$ cat config.mk
export PLATFORM = sky130hd
export DESIGN_NAME = ser_tx_framer
export DESIGN_NICKNAME = d
export VERILOG_FILES = /design/src/rtl/ser_tx_framer_pkg.sv /design/src/rtl/ser_tx_framer.sv
export SDC_FILE = /design/constraint.sdc
export NUM_CORES = 1
export LEC_CHECK = 0
export CAP_MARGIN = 15
export CORE_MARGIN = 4
export CORE_UTILIZATION = 40
export CTS_BUF_LIST = sky130_fd_sc_hd__clkbuf_16
export DETAILED_ROUTE_END_ITERATION = 10
export MAX_ROUTING_LAYER = met4
export PLACE_DENSITY = 0.67
export SYNTH_ARGS = -nofsm -noshare
export SYNTH_HDL_FRONTEND = slang
export SYNTH_SLANG_ARGS = --single-unit
$ cat constraint.sdc
create_clock -name clk_32f -period 1.15 [get_ports clk_32f]
set_input_delay 0.23 -clock clk_32f [delete_from_list [all_inputs] [get_ports clk_32f]]
set_output_delay 0.23 -clock clk_32f [all_outputs]
set_load 0.02 [all_outputs]
$ cat src/rtl/ser_tx_framer_pkg.sv
// ser_tx_framer_pkg
// Constants shared by the serial transmit framer and the matching receiver:
// the comma and idle byte values, the number of commas sent after reset,
// and the framer state encoding. The receiver's comma detector imports the
// same package so both ends always agree on these values.
package ser_tx_framer_pkg;

  // Comma / alignment byte sent during sync.
  localparam logic [7:0] COM_DEFAULT        = 8'hBC;
  // Filler byte sent when no valid data is offered.
  localparam logic [7:0] IDLE_DEFAULT       = 8'h7C;
  // Number of comma bytes sent after reset before any data.
  localparam int         SYNC_COUNT_DEFAULT = 4;

  // Framer state: commas first, then data/idle forever until reset.
  typedef enum logic {
    ST_SYNC   = 1'b0,
    ST_ACTIVE = 1'b1
  } framer_state_e;

  // Width of a counter that must hold the values 0..n (at least 1 bit).
  function automatic int sync_cnt_width(input int n);
    int w;
    w = $clog2(n + 1);
    return (w < 1) ? 1 : w;
  endfunction

endpackage

$ cat src/rtl/ser_tx_framer.sv
// ser_tx_framer
// Serialises bytes MSB first at one bit per clk_32f cycle. After reset it
// sends SYNC_COUNT comma bytes, then switches to ACTIVE where every byte slot
// carries data_in (when valid_in) or the IDLE filler.
//
// Ports
//   clk_32f   in   bit-rate clock, all state on its rising edge
//   rst       in   synchronous active-high reset
//   data_in   in   [7:0] byte offered by the upstream lane mux
//   valid_in  in   data_in holds a real byte
//   byte_req  out  combinational load strobe; data_in/valid_in are sampled
//                  at the edge that ends a cycle with byte_req=1
//   data_out  out  serial stream, straight from the shift register MSB
//   active    out  high while in ACTIVE state
module ser_tx_framer
  import ser_tx_framer_pkg::*;
#(
  parameter logic [7:0] COM        = COM_DEFAULT,
  parameter logic [7:0] IDLE       = IDLE_DEFAULT,
  parameter int         SYNC_COUNT = SYNC_COUNT_DEFAULT
) (
  input  logic       clk_32f,
  input  logic       rst,
  input  logic [7:0] data_in,
  input  logic       valid_in,
  output logic       byte_req,
  output logic       data_out,
  output logic       active
);

  localparam int SYNC_W = sync_cnt_width(SYNC_COUNT);
  localparam logic [SYNC_W-1:0] SYNC_LAST = SYNC_W'(SYNC_COUNT - 1);

  logic [7:0]        shreg_q,   shreg_d;
  logic [2:0]        bit_cnt_q, bit_cnt_d;
  logic [SYNC_W-1:0] sync_cnt_q, sync_cnt_d;
  framer_state_e     state_q,   state_d;

  // The edge that finishes bit 7 of a byte is the load edge for the next one.
  logic load_edge;
  assign load_edge = (bit_cnt_q == 3'd7);

  assign data_out = shreg_q[7];
  assign active   = (state_q == ST_ACTIVE);
  assign byte_req = active && load_edge;

  always_comb begin
    shreg_d    = shreg_q;
    bit_cnt_d  = bit_cnt_q;
    sync_cnt_d = sync_cnt_q;
    state_d    = state_q;

    if (load_edge) begin
      bit_cnt_d = 3'd0;
      case (state_q)
        ST_SYNC: begin
          shreg_d    = COM;
          sync_cnt_d = sync_cnt_q + SYNC_W'(1);
          // The load that carries the last comma also enters ACTIVE, so the
          // very next load edge already samples data_in.
          if (sync_cnt_q == SYNC_LAST) begin
            state_d = ST_ACTIVE;
          end
        end
        ST_ACTIVE: begin
          shreg_d = valid_in ? data_in : IDLE;
        end
        default: begin
          state_d = ST_SYNC;
        end
      endcase
    end else begin
      shreg_d   = {shreg_q[6:0], 1'b0};
      bit_cnt_d = bit_cnt_q + 3'd1;
    end
  end

  // bit_cnt resets to 7 so the first edge after reset is a load edge and
  // the comma goes out without an empty byte in front of it.
  always_ff @(posedge clk_32f) begin
    if (rst) begin
      shreg_q    <= 8'h00;
      bit_cnt_q  <= 3'd7;
      sync_cnt_q <= '0;
      state_q    <= ST_SYNC;
    end else begin
      shreg_q    <= shreg_d;
      bit_cnt_q  <= bit_cnt_d;
      sync_cnt_q <= sync_cnt_d;
      state_q    <= state_d;
    end
  end

endmodule

==> qor.yml, run 1 <==
drt:
  wl_per_cell_um: 13.9
  vias: 501
  routed_wl_um: 1390
  ant_nets: 0
  routed_via_density: 5.01
  drtIter0Drc: 5
  drcViolationCount: 0
  drt_pre_antenna_iters: 2
floorplanning:
  pin_count: 14
  dieHeight_um: 46.4
  die-area_mm2: 0.00216
  initial_utilization_pct: 43.7
  core_mm2: 0.00135
  fp.dieW_um: 46.4
  fp-row-count: 13
clocking:
  cts_tree: "yes"
  cts_hold_buf: 0
  htree_num_levels: 1
  cts-root-buf: "clkbuf_16"
  cts_num_sinks: 15
  cts_buffer_depth: 2
  clk_pin_slew_ns: 0.05
  clock_latency_ns: 0.24
  cts-buffers-inserted: 3
worst_setup_path:
  regToRegStartpoint: "bit_cnt_q[1]"
  ff2ff_setup_slack_ns: -0.15
  start_kind: "register"
  cp_max_fo: 2
  crit_arrival_ns: 1.15
  crit_path_end_kind: "output port"
  crit_type: "register to output port"
  cp.required_ns: 0.92
  crit_start: "bit_cnt_q[0]"
timing:
  slew_viol_final: 0
  fin_skew_ns: 0.00425
  min_period_ns: 1.38
  tightest_slew_ns: 0.209
  min_period_over_period_pct: 120
  fmax_mhz: 722
  tns_ns: -0.856
  worst_slack_ns: -0.234
  finalHoldViolCount: 0
  maxSlewHeadroom_pct: 86.0
  setup_viol: 12
  grt_setup_unrepaired: "yes"
global_route:
  first_global_vias: 465
  grt_util_all_layers_pct: 15.2
  antenna_found_initial: 0
  grt_max_degree: 17
  grt_pass1_wl_um: 2070
  grt_overflow_total: 0
run:
  maxCapViolations: 0
yosys:
  yosysTopAreaCellShare_pct: 50.8
  seq_area_frac_synth_pct: 50.8
  ys_ff_latch: 15
  synthTopCellsByArea: "dfxtp_1 51%, nor2_1 8.9%, ha_1 8.5%"
  avgSynthCellArea_um2: 9.84
  synth.distinct_cells: 20
  synthCells: 60
  syn_area_um2: 591
  synthesis.nets: 75
  synth_area_leader_cell: "dfxtp_1"
  yosys_warnings: 0
outcome:
  violations: "negative setup slack"
  outcome: "finished with violations"
worst_hold_path:
  hp-start: "bit_cnt_q[0]"
  hp-class: "register to register"
final_layout:
  layout.nets: 101
  post-route-util_pct: 76.3
  diodes: 0
  drive_above_1_share_pct: 48.2
  area_delta_synth_final_pct: 74.4
  final_cells: 100
  postLayoutCellArea_mm2: 0.00103
power_and_ir_drop:
  power_leakage_nw: 0.412
  power_density_mw_per_mm2: 1890
  peakVddDrop_uv: 1450
place:
  dpl.cell_count: 92
  gp_congestion: 0.679
  hpwl_um: 838
  portBuffers: 13
  placed_area_um2: 801
-- cell usage after synthesis --
cell / n
dfxtp_1: 15
nor2_1: 14
ha_1: 4
a211oi_1: 3
a211oi_2: 3
a21oi_1: 3
nand2_1: 3
nand2b_1: 2
or2_2: 2
and2_1: 1
and2b_4: 1
buf_2: 1
buf_4: 1
inv_1: 1
mux2i_1: 1
nand4_1: 1
nor2b_1: 1
nor3_1: 1
o21bai_1: 1
xnor2_1: 1
-- timing repair --
item,4_1_cts,5_1_grt
setup buffers,1,4
resized for setup,16,25
pin swaps,4,15
setup endpoints to repair,15,12
-- through the flow --
step | worst slack, ns | power (W) | hold slack, ns
6_report | -0.234 | 0.00195 | 0.457
5_1_grt | -0.266 | 0.00206 | 0.492
4_1_cts | -0.234 | 0.00174 | 0.462
3_5_place_dp | -0.458 | 0.00105 | 0.448
3_3_place_gp | -0.407 | 0.00102 | 0.429
2_1_floorplan | 0.00515 | 0.000935 | 0.303
-- critical path, cell delays in order (launching register included) --
cell,delay (ns)
dfxtp_2,0.33
ha_4,0.16
ha_4,0.16
and2_4,0.14
buf_6,0.12
-- power breakdown --
group / internal (W) / switching [W]
sequential: 0.000612 / 0.0000590
combinational: 0.000358 / 0.000264
clock: 0.000459 / 0.000197
total: 0.00143 / 0.000519
-- cells in the final DEF, fill, tap and decap left out, types with 2 or more instances in the layout --
master / n
buf_4: 7
inv_1: 2
dfxtp_1: 13
a211oi_2: 6
nand2_1: 2
ha_1: 2
nor2_4: 4
or2_2: 2
nor2_1: 9
a21oi_4: 2
ha_4: 2
buf_8: 2
clkdlybuf4s50_1: 10
clkbuf_16: 3
dfxtp_2: 2
-- layer usage --
metal / part of all wire [%] / GRT usage, %
met5: 0 / -
met3: 5.4 / 3.52
met1: 42 / 18.4
met4: 1.4 / 10.2
met2: 51 / 22.0
-- cell families after synthesis --
kind of cell / count (synthesis) / share of synthesized area, %
AND/OR/NAND/NOR: 26 / 20.8
flip-flops: 15 / 50.8
AO/OA/AOI/OAI: 10 / 14.0
adder cells (fa/ha/maj): 4 / 8.47
buffers and inverters: 3 / 2.75
XOR/XNOR: 1 / 1.48
multiplexers: 1 / 1.69
-- area by class of cell --
type	instances	area, µm²
multi-input combinational	42	398
fill	97	320
sequential	15	303
timing repair buffer	23	228
clock buffer	3	75.1
tap	15	18.8
clock inverter	1	3.75
inverter	1	3.75
-- sequential cells by signal (all words and copies together), names as in the netlist --
register and cells:
shreg_q 8, sync_cnt_q 3, bit_cnt_q 3, active 1
-- final timing paths --
path / to / cells past startpoint
worst max-delay path: byte_req / 4
worst min register to register: bit_cnt_q[0] / 1
worst max register to register: sync_cnt_q[1] / 6
worst min-delay path: bit_cnt_q[0] / 1
(Power assumes the default switching activity.)
==> run 2: changes to the inputs <==
- REMOVE_ABC_BUFFERS: default -> 1
==> run 2 against run 1 <==
  * The run still ends with negative setup slack left
  * First-iteration DRC count fell by 80%
  * Die area stayed put
  * Hold slack got worse by 0.016 ns
  * Power is 11% lower
  * Register-to-register slack lost 0.03 ns
  * Highest routed layer unchanged
==> qor.yml, run 2 (synthesis results as in run 1) <==
outcome:
  outcome: "finished with violations"
  violations: "negative setup slack"
final_layout:
  final_common_cell: "nor2_1"
  diodes: 0
  post-route-util_pct: 67.7
  area_delta_synth_final_pct: 54.7
  final_cell_mix: "14 x nor2_1, 13 x dfxtp_1, 10 x clkdlybuf4s50_1, 6 x buf_4"
  reg_top3: "shreg_q x8, bit_cnt_q x3, sync_cnt_q x3"
  layout.nets: 99
  largest_reg_flops: 8
  largest_register: "shreg_q"
  drive_above_1_share_pct: 32.5
drt:
  drcViolationCount: 0
  drtIter0Drc: 1
  routed_wl_um: 1210
  drt_pre_antenna_iters: 2
  vias: 476
  wl_per_cell_um: 12.4
  routed_via_density: 4.86
  ant_nets: 0
timing:
  grt_setup_unrepaired: "yes"
  worst_slack_ns: -0.223
  min_period_ns: 1.37
  finalHoldViolCount: 0
  fmax_mhz: 729
  setup_viol: 6
  fin_skew_ns: 0.000860
  worst_hold_slack_ns: 0.441
  tightest_slew_ns: 0.204
  maxSlewHeadroom_pct: 86.4
  min_period_over_period_pct: 119
  slew_viol_final: 0
worst_setup_path:
  slowest_delay_ns: 0.33
  regToRegStartpoint: "bit_cnt_q[0]"
  ff2ff_setup_slack_ns: -0.18
  crit_path_end_kind: "output port"
  path_cells: "ha_4 -> ha_4 -> and2_4 -> buf_6"
  slowest_stage: "dfxtp_2"
  critical_path.most_common_cell: "ha_4"
  cp.required_ns: 0.92
  cp_max_fo: 2
  reg2reg_to: "sync_cnt_q[1]"
  r2r_cells: 6
  crit_type: "register to output port"
  start_kind: "register"
  crit_arrival_ns: 1.14
clocking:
  cts-root-buf: "clkbuf_16"
  cts_num_sinks: 15
  clock_latency_ns: 0.24
  htree_num_levels: 1
  cts_hold_buf: 0
  cts_tree: "yes"
  cts-buffers-inserted: 3
  clk_pin_slew_ns: 0.05
  cts_buffer_depth: 2
floorplanning:
  die-area_mm2: 0.00216
  fp-row-count: 13
  fp.dieW_um: 46.4
  initial_utilization_pct: 43.7
  core_mm2: 0.00135
  pin_count: 14
  dieHeight_um: 46.4
run:
  maxCapViolations: 0
global_route:
  antenna_found_initial: 0
  grt_max_degree: 17
  first_global_vias: 438
  grt_overflow_total: 0
  grt_util_all_layers_pct: 13.1
  grt_pass1_wl_um: 1820
place:
  pre_cts_ws_ns: -0.446
  hpwl_um: 775
  portBuffers: 13
  gp_congestion: 0.696
power_and_ir_drop:
  peakVddDrop_uv: 1340
  power_leakage_nw: 0.377
  power_density_mw_per_mm2: 1890
worst_hold_path:
  min_path_cells: 1
  min_to: "bit_cnt_q[0]"
  hp-start: "bit_cnt_q[0]"
  hp-class: "register to register"
[run 2: routing by layer]
| layer | share of wire (%) | global-route usage, % | up-vias |
|---|---|---|---|
| li1 | - | - | 249 |
| met1 | 47 | 14.6 | 211 |
| met2 | 45 | 19.5 | 12 |
| met3 | 6.0 | 3.52 | 4 |
| met4 | 2.8 | 10.2 | 0 |
| met5 | 0 | - | - |
[run 2: worst max-delay path by stage]
stage | slack [ns] | to | startpoint | depth (start not counted)
after floorplan | -0.28 | shreg_q[6] | bit_cnt_q[0] | 5
after global placement | -0.44 | byte_req | bit_cnt_q[0] | 4
after detailed placement | -0.45 | byte_req | bit_cnt_q[0] | 4
after CTS | -0.22 | byte_req | bit_cnt_q[0] | 4
after global routing | -0.25 | sync_cnt_q[2] | bit_cnt_q[0] | 6
final | -0.22 | byte_req | bit_cnt_q[0] | 4
[run 2: per-stage QoR]
| stage | cells | TNS (ns) | power [W] | cell area (µm²) |
|---|---|---|---|---|
| 2_1_floorplan | 58 | -1.78 | 0.000881 | 578 |
| 3_3_place_gp | 93 | -1.83 | 0.000989 | 779 |
| 3_5_place_dp | 93 | -1.93 | 0.000999 | 779 |
| 5_1_grt | 98 | -1.29 | 0.00181 | 913 |
| 4_1_cts | 98 | -0.902 | 0.00173 | 910 |
| 6_report | 98 | -0.893 | 0.00173 | 913 |
[run 2: final cells by class]
cell class | count | area [µm²]
Multi-Input combinational cell | 42 | 317
Sequential cell | 15 | 303
Clock buffer | 3 | 75.1
Clock inverter | 1 | 3.75
Tap cell | 15 | 18.8
Fill cell | 112 | 437
Inverter | 1 | 3.75
Timing Repair Buffer | 21 | 193
[run 2: report_power, final]
part	switching (W)	leakage, nW	internal, W	total, W
registers	0.0000457	0.123	0.000611	0.000657
logic	0.000189	0.211	0.000230	0.000419
clock network	0.000193	0.0423	0.000459	0.000652
[run 2: worst max-delay path, delay by kind of cell (launching register included)]
family	cells	cell delay, ns
flip-flops	1	0.33
buffers and inverters	1	0.12
adder cells (fa/ha/maj)	2	0.32
AND/OR/NAND/NOR	1	0.14
[run 2: timing repair]
item,in CTS,in global routing
resized for setup,22,2
gates cloned,0,0
pin swaps,6,2
setup buffers,1,1
setup endpoints to repair,14,9
hold endpoints to repair,0,0
